<file path="config.mk">
export PLATFORM = sky130hd
export DESIGN_NAME = board_writer
export DESIGN_NICKNAME = d
export VERILOG_FILES = /design/src/rtl/board_writer.sv
export SDC_FILE = /design/constraint.sdc
export NUM_CORES = 1
export LEC_CHECK = 0
export ABC_CLOCK_PERIOD_IN_PS = 2150
export CAP_MARGIN = 25
export CELL_PAD_IN_SITES_DETAIL_PLACEMENT = 2
export CELL_PAD_IN_SITES_GLOBAL_PLACEMENT = 2
export CORE_ASPECT_RATIO = 1.75
export CORE_MARGIN = 2
export CORE_UTILIZATION = 34
export DETAILED_ROUTE_END_ITERATION = 7
export GPL_ROUTABILITY_DRIVEN = 0
export PLACE_DENSITY_LB_ADDON = 0.1
export SYNTH_ARGS = -nofsm -noshare
export SYNTH_HDL_FRONTEND = slang
export SYNTH_SLANG_ARGS = --single-unit
export TNS_END_PERCENT = 1
</file>
<file path="constraint.sdc">
create_clock -name CLOCK_50 -period 2.15 [get_ports CLOCK_50]
set_input_delay 0.43 -clock CLOCK_50 [delete_from_list [all_inputs] [get_ports CLOCK_50]]
set_output_delay 0.43 -clock CLOCK_50 [all_outputs]
set_load 0.02 [all_outputs]
</file>
<file path="src/rtl/board_writer.sv">
// board_writer: assembles serial row/col bits from two async inputs, checks the
// target cell in board_memory and marks it for the current player. Optional macro BOARD_CLEAR_EN.
module board_writer #(
  parameter int BOARD_N = 10,
  parameter int COORD_W = 4
) (
  input  logic       CLOCK_50,
  input  logic       reset,
  input  logic       i0,
  input  logic       i1,
  input  logic [1:0] q_b,
  output logic [6:0] addr_b,
  output logic [1:0] data_b,
  output logic       we_b,
  output logic       turn,
  output logic       move_done,
  output logic       move_err,
  output logic       board_full
);

  localparam int SHIFT_W = 2 * COORD_W;
  localparam int CNT_W = $clog2(SHIFT_W + 1);
  localparam logic [6:0] CELLS = 7'(BOARD_N * BOARD_N);
  localparam logic [CNT_W-1:0] LAST_BIT = CNT_W'(SHIFT_W - 1);

`ifdef BOARD_CLEAR_EN
  typedef enum logic [2:0] {CLEAR, COLLECT, READ, CHECK, WRITE, DONE} state_t;
  localparam state_t RESET_STATE = CLEAR;
`else
  typedef enum logic [2:0] {COLLECT, READ, CHECK, WRITE, DONE} state_t;
  localparam state_t RESET_STATE = COLLECT;
`endif

  state_t state, state_next;

  logic               i0_meta, i0_sync, i0_prev;
  logic               i1_meta, i1_sync, i1_prev;
  logic               edge0, edge1, bit_edge, last_bit, in_range;
  logic [SHIFT_W-1:0] shreg, shift_next;
  logic [COORD_W-1:0] row_next, col_next;
  logic [CNT_W-1:0]   bit_cnt;
  logic [6:0]         addr_q, cell_addr, move_cnt, move_cnt_inc;

  assign edge0 = i0_sync & ~i0_prev;
  assign edge1 = i1_sync & ~i1_prev;

  // The final bit is judged on the value it produces, so the move is decided
  // in the same edge that shifts it in rather than one cycle later.
  assign bit_edge     = (state == COLLECT) && (edge0 ^ edge1);
  assign shift_next   = {shreg[SHIFT_W-2:0], edge1};
  assign row_next     = shift_next[SHIFT_W-1:COORD_W];
  assign col_next     = shift_next[COORD_W-1:0];
  assign last_bit     = bit_edge && (bit_cnt == LAST_BIT);
  assign in_range     = (int'(row_next) < BOARD_N) && (int'(col_next) < BOARD_N);
  assign cell_addr    = 7'(row_next) * 7'(BOARD_N) + 7'(col_next);
  assign move_cnt_inc = move_cnt + 7'd1;

  assign addr_b = addr_q;
  assign we_b   = !reset && ((state == WRITE)
`ifdef BOARD_CLEAR_EN
                             || (state == CLEAR)
`endif
                            );
  assign data_b = (!reset && state == WRITE) ? {turn, ~turn} : 2'b00;

  always_ff @(posedge CLOCK_50) begin
    if (reset) state <= RESET_STATE;
    else       state <= state_next;
  end

  always_comb begin
    state_next = state;
    case (state)
`ifdef BOARD_CLEAR_EN
      CLEAR:   if (addr_q == CELLS - 7'd1) state_next = COLLECT;
`endif
      COLLECT: if (last_bit && in_range) state_next = READ;
      READ:    state_next = CHECK;
      CHECK:   state_next = (q_b == 2'b00) ? WRITE : COLLECT;
      WRITE:   state_next = (move_cnt_inc == CELLS) ? DONE : COLLECT;
      DONE:    state_next = DONE;
      default: state_next = COLLECT;
    endcase
  end

  // Datapath: synchronizers, bit collection, address/move bookkeeping and result pulses.
  always_ff @(posedge CLOCK_50) begin
    if (reset) begin
      i0_meta    <= 1'b0;
      i0_sync    <= 1'b0;
      i0_prev    <= 1'b0;
      i1_meta    <= 1'b0;
      i1_sync    <= 1'b0;
      i1_prev    <= 1'b0;
      shreg      <= '0;
      bit_cnt    <= '0;
      addr_q     <= 7'd0;
      move_cnt   <= 7'd0;
      turn       <= 1'b0;
      move_done  <= 1'b0;
      move_err   <= 1'b0;
      board_full <= 1'b0;
    end else begin
      i0_meta   <= i0;
      i0_sync   <= i0_meta;
      i0_prev   <= i0_sync;
      i1_meta   <= i1;
      i1_sync   <= i1_meta;
      i1_prev   <= i1_sync;
      move_done <= 1'b0;
      move_err  <= 1'b0;
      case (state)
`ifdef BOARD_CLEAR_EN
        CLEAR: addr_q <= (addr_q == CELLS - 7'd1) ? 7'd0 : addr_q + 7'd1;
`endif
        COLLECT: begin
          if (bit_edge) begin
            shreg <= shift_next;
            if (last_bit) begin
              bit_cnt <= '0;
              if (in_range) addr_q <= cell_addr;
              else           move_err <= 1'b1;
            end else begin
              bit_cnt <= bit_cnt + 1'b1;
            end
          end
        end
        CHECK: if (q_b != 2'b00) move_err <= 1'b1;
        WRITE: begin
          move_done <= 1'b1;
          turn      <= ~turn;
          move_cnt  <= move_cnt_inc;
          if (move_cnt_inc == CELLS) board_full <= 1'b1;
        end
        default: ;
      endcase
    end
  end

endmodule

</file>
==> flow_metrics.env, run 1 <==
export IMPL_status="complete, no violations"
export IMPL_report_power_total_mw=1.37
export IMPL_holdWs_ns=0.440
export IMPL_synth_area_leaders="dfxtp_1 (44%), mux2i_1 (7.5%), ha_1 (6.5%), nor2_1 (6.1%), xnor2_1 (6.1%)"
export IMPL_nets=228
export IMPL_clockBufferDepth=2
export IMPL_critPathKind="reg2out"
export IMPL_core_area_mm2=0.00493
export IMPL_grt_max_degree=22
export IMPL_die_h_um=98.4
export IMPL_worstPathArrival_ns=1.60
export IMPL_yosysTopAreaCellShare_pct=43.9
export IMPL_relSlewSlack_pct=52.1
export IMPL_worst_ir_drop_vdd_mv=0.391
export IMPL_drt_iter0_drc=11
export IMPL_cts_root_buf="clkbuf_8"
export IMPL_drt_antenna_violating_nets=0
export IMPL_period_share_pct=94.6
export IMPL_h_tree_depth=2
export IMPL_vias=1349
export IMPL_netlist_instances=182
export IMPL_synth_top_cell_by_area="dfxtp_1"
export IMPL_final_hold_viol_count=0
export IMPL_cts_buffers=5
export IMPL_synthAdderAreaFrac_pct=8.82
export IMPL_cp_required_ns=1.72
export IMPL_maxSlewViolCount=0
export IMPL_cp_max_fo=5
export IMPL_path_clk_slew_ns=0.08
export IMPL_synth_xor_area_share_pct=9.10
export IMPL_seq_area_frac_synth_pct=43.9
export IMPL_vias_per_cell=5.07
export IMPL_areaGrowthSynthToFinish_pct=23.0
export IMPL_place_ws_ns=-0.0808
export IMPL_first_pass_iters=3
export IMPL_ys_ff_latch=38
export IMPL_syn_nets=199
export IMPL_yosys_area_share_simple_pct=21.8
export IMPL_synth_top_family_by_area="simple AND/OR/NAND/NOR gates"
export IMPL_yosysWarnings=0
export IMPL_grt_pass1_vias=1541
export IMPL_startpoint_type="flip-flop"
export IMPL_grt_usage_pct=17.0
export IMPL_synth_edff_count=0
export IMPL_antenna_found_initial=0
export IMPL_drc=0
export IMPL_p_per_area_mw_per_mm2=644
export IMPL_die_area_mm2=0.00570
export IMPL_grt_pass1_wl_mm=7.38
export IMPL_clk_latency_ns=0.29
export IMPL_tightest_slew_ns=0.713
export IMPL_synth_compound_area_share_pct=5.20
export IMPL_setup_viol=0
export IMPL_synthArstFlopShare_pct=0
export IMPL_yosys_mux_area_fraction_pct=8.16
export IMPL_crit_chain="nand2_1, or2_2, nor2_1, buf_4, dlygate4sd2_1"
export IMPL_cts_tree="built"
export IMPL_postSynthAreaPerCell_um2=9.51
export IMPL_io_buffer_count=19
export IMPL_setup_ws_ns=0.117
export IMPL_grt_ovfl_total=0
export IMPL_ys_flop_type="dfxtp_1"
export IMPL_hpwl_mm=3.10
export IMPL_hold_path_class="reg2reg"
export IMPL_max_cap_viol_count=0
export IMPL_cts_sinks=38
export IMPL_diodes=0
export IMPL_period_minus_slack_ns=2.03
export IMPL_cp_end_kind="output pin"
export IMPL_rows=34
export IMPL_syn_area_mm2=0.00173
export IMPL_drive_gt1_share_pct=13.2
export IMPL_finalClockSkew_ns=0.00563
export IMPL_yosysUniqueCellTypes=31
export IMPL_initial_core_util_pct=35.1
export IMPL_io_pins=20
export IMPL_crit_slowest_cell="dfxtp_2"
export IMPL_rsz0062_at_grt="yes"
export IMPL_drt_wl_total_mm=4.16
export IMPL_wire_per_inst_um=15.6
export IMPL_worst_path_largest_cell_delay_ns=0.37
export IMPL_p_leak_nw=0.867
export IMPL_maxClockFrequency_mhz=492
export IMPL_die_w_um=57.9
## cell families after synthesis
family,Yosys count
flops,38
xor+xnor,18
mux,14
simple gates,74
buf+inv,10
fa+ha+maj,11
compound gates,17
## final cells by class
class / instances / area (µm²)
clock inverter: 3 / 40.0
clock buffer: 5 / 68.8
multi-input combinational: 134 / 925
inverter: 4 / 15.0
timing repair buffer: 28 / 250
sequential: 38 / 763
tap: 54 / 67.6
fill: 568 / 2810
## cell usage after synthesis (5+ instances only)
library cell / instances
nor2b_1: 8
ha_1: 9
dfxtp_1: 38
xor2_1: 6
nor3_1: 7
nand2_1: 11
a21oi_1: 10
nor2_1: 28
xnor2_1: 12
o21ai_0: 5
mux2i_1: 13
## cells in the final DEF, fill, tap and decap left out, drive strengths merged
cell type	n
nor3	8
clkbuf	6
a211oi	1
nor2	28
buf	9
inv	4
nand3	3
nand4	2
or3	4
dlygate4sd2	2
ha	9
o21ai	5
and2b	1
a21o	1
and2	1
nor3b	2
nand2	11
nor4	1
or2	3
xor2	6
a21oi	10
fa	2
or4b	1
nor4b	1
bufinv	1
xnor2	12
dfxtp	38
clkinv	2
mux2i	13
clkdlybuf4s50	16
mux2	1
nor2b	8
## sequential cells by signal, indices dropped and copies added (netlist names), 3 cells and up
| name | cells |
|---|---|
| addr_b | 7 |
| move_cnt | 7 |
| shreg | 7 |
| bit_cnt | 4 |
| state | 3 |
## per-layer routing
layer	routed length, µm	GRT usage, %
met1	1460	16.8
met2	2530	32.7
met3	74	2.78
met4	97	7.51
met5	0	0
## worst max-delay path, delay by kind of cell (launching register included)
family | cells | cell delay [ns]
buffers and inverters | 2 | 0.44
flip-flops | 1 | 0.37
AND/OR/NAND/NOR | 3 | 0.52
## worst paths after layout
| kind | startpoint | endpoint | slack [ns] | cells after the start |
|---|---|---|---|---|
| max | state[0] | we_b | 0.12 | 5 |
| min | i1_meta | i1_sync | 0.44 | 1 |
| max reg2reg | shreg[6] | addr_b[6] | 0.14 | 7 |
| min reg2reg | i1_meta | i1_sync | 0.44 | 1 |
## through the flow
stage	cells	util [%]	instance area (µm²)	setup TNS, ns
global placement	258	40.9	2020	-0.0927
floorplan	182	-	1730	0
CTS	266	43.1	2130	0
finish	266	43.2	2130	0
detailed placement	258	40.9	2020	-0.142
global route	266	43.2	2130	-0.0104
## timing repair
item	4_1_cts	5_1_grt
hold endpoints to repair	0	0
setup endpoints to repair	3	3
hold buffers	0	0
resized for setup	4	4
buffers inserted	0	0
## power breakdown
part	switching [mW]	leakage, nW	internal, mW
clock	0.258	0.0579	0.341
sequential	0.00510	0.308	0.711
combinational	0.0310	0.500	0.0246
No activity file was read; power rests on OpenSTA's default activity.
==> run 2, diff against run 1 <==
- CTS_CLUSTER_SIZE: unset -> 24
==> results of run 2 <==
No change in the layout: final DEF, timing and power equal those of run 1.
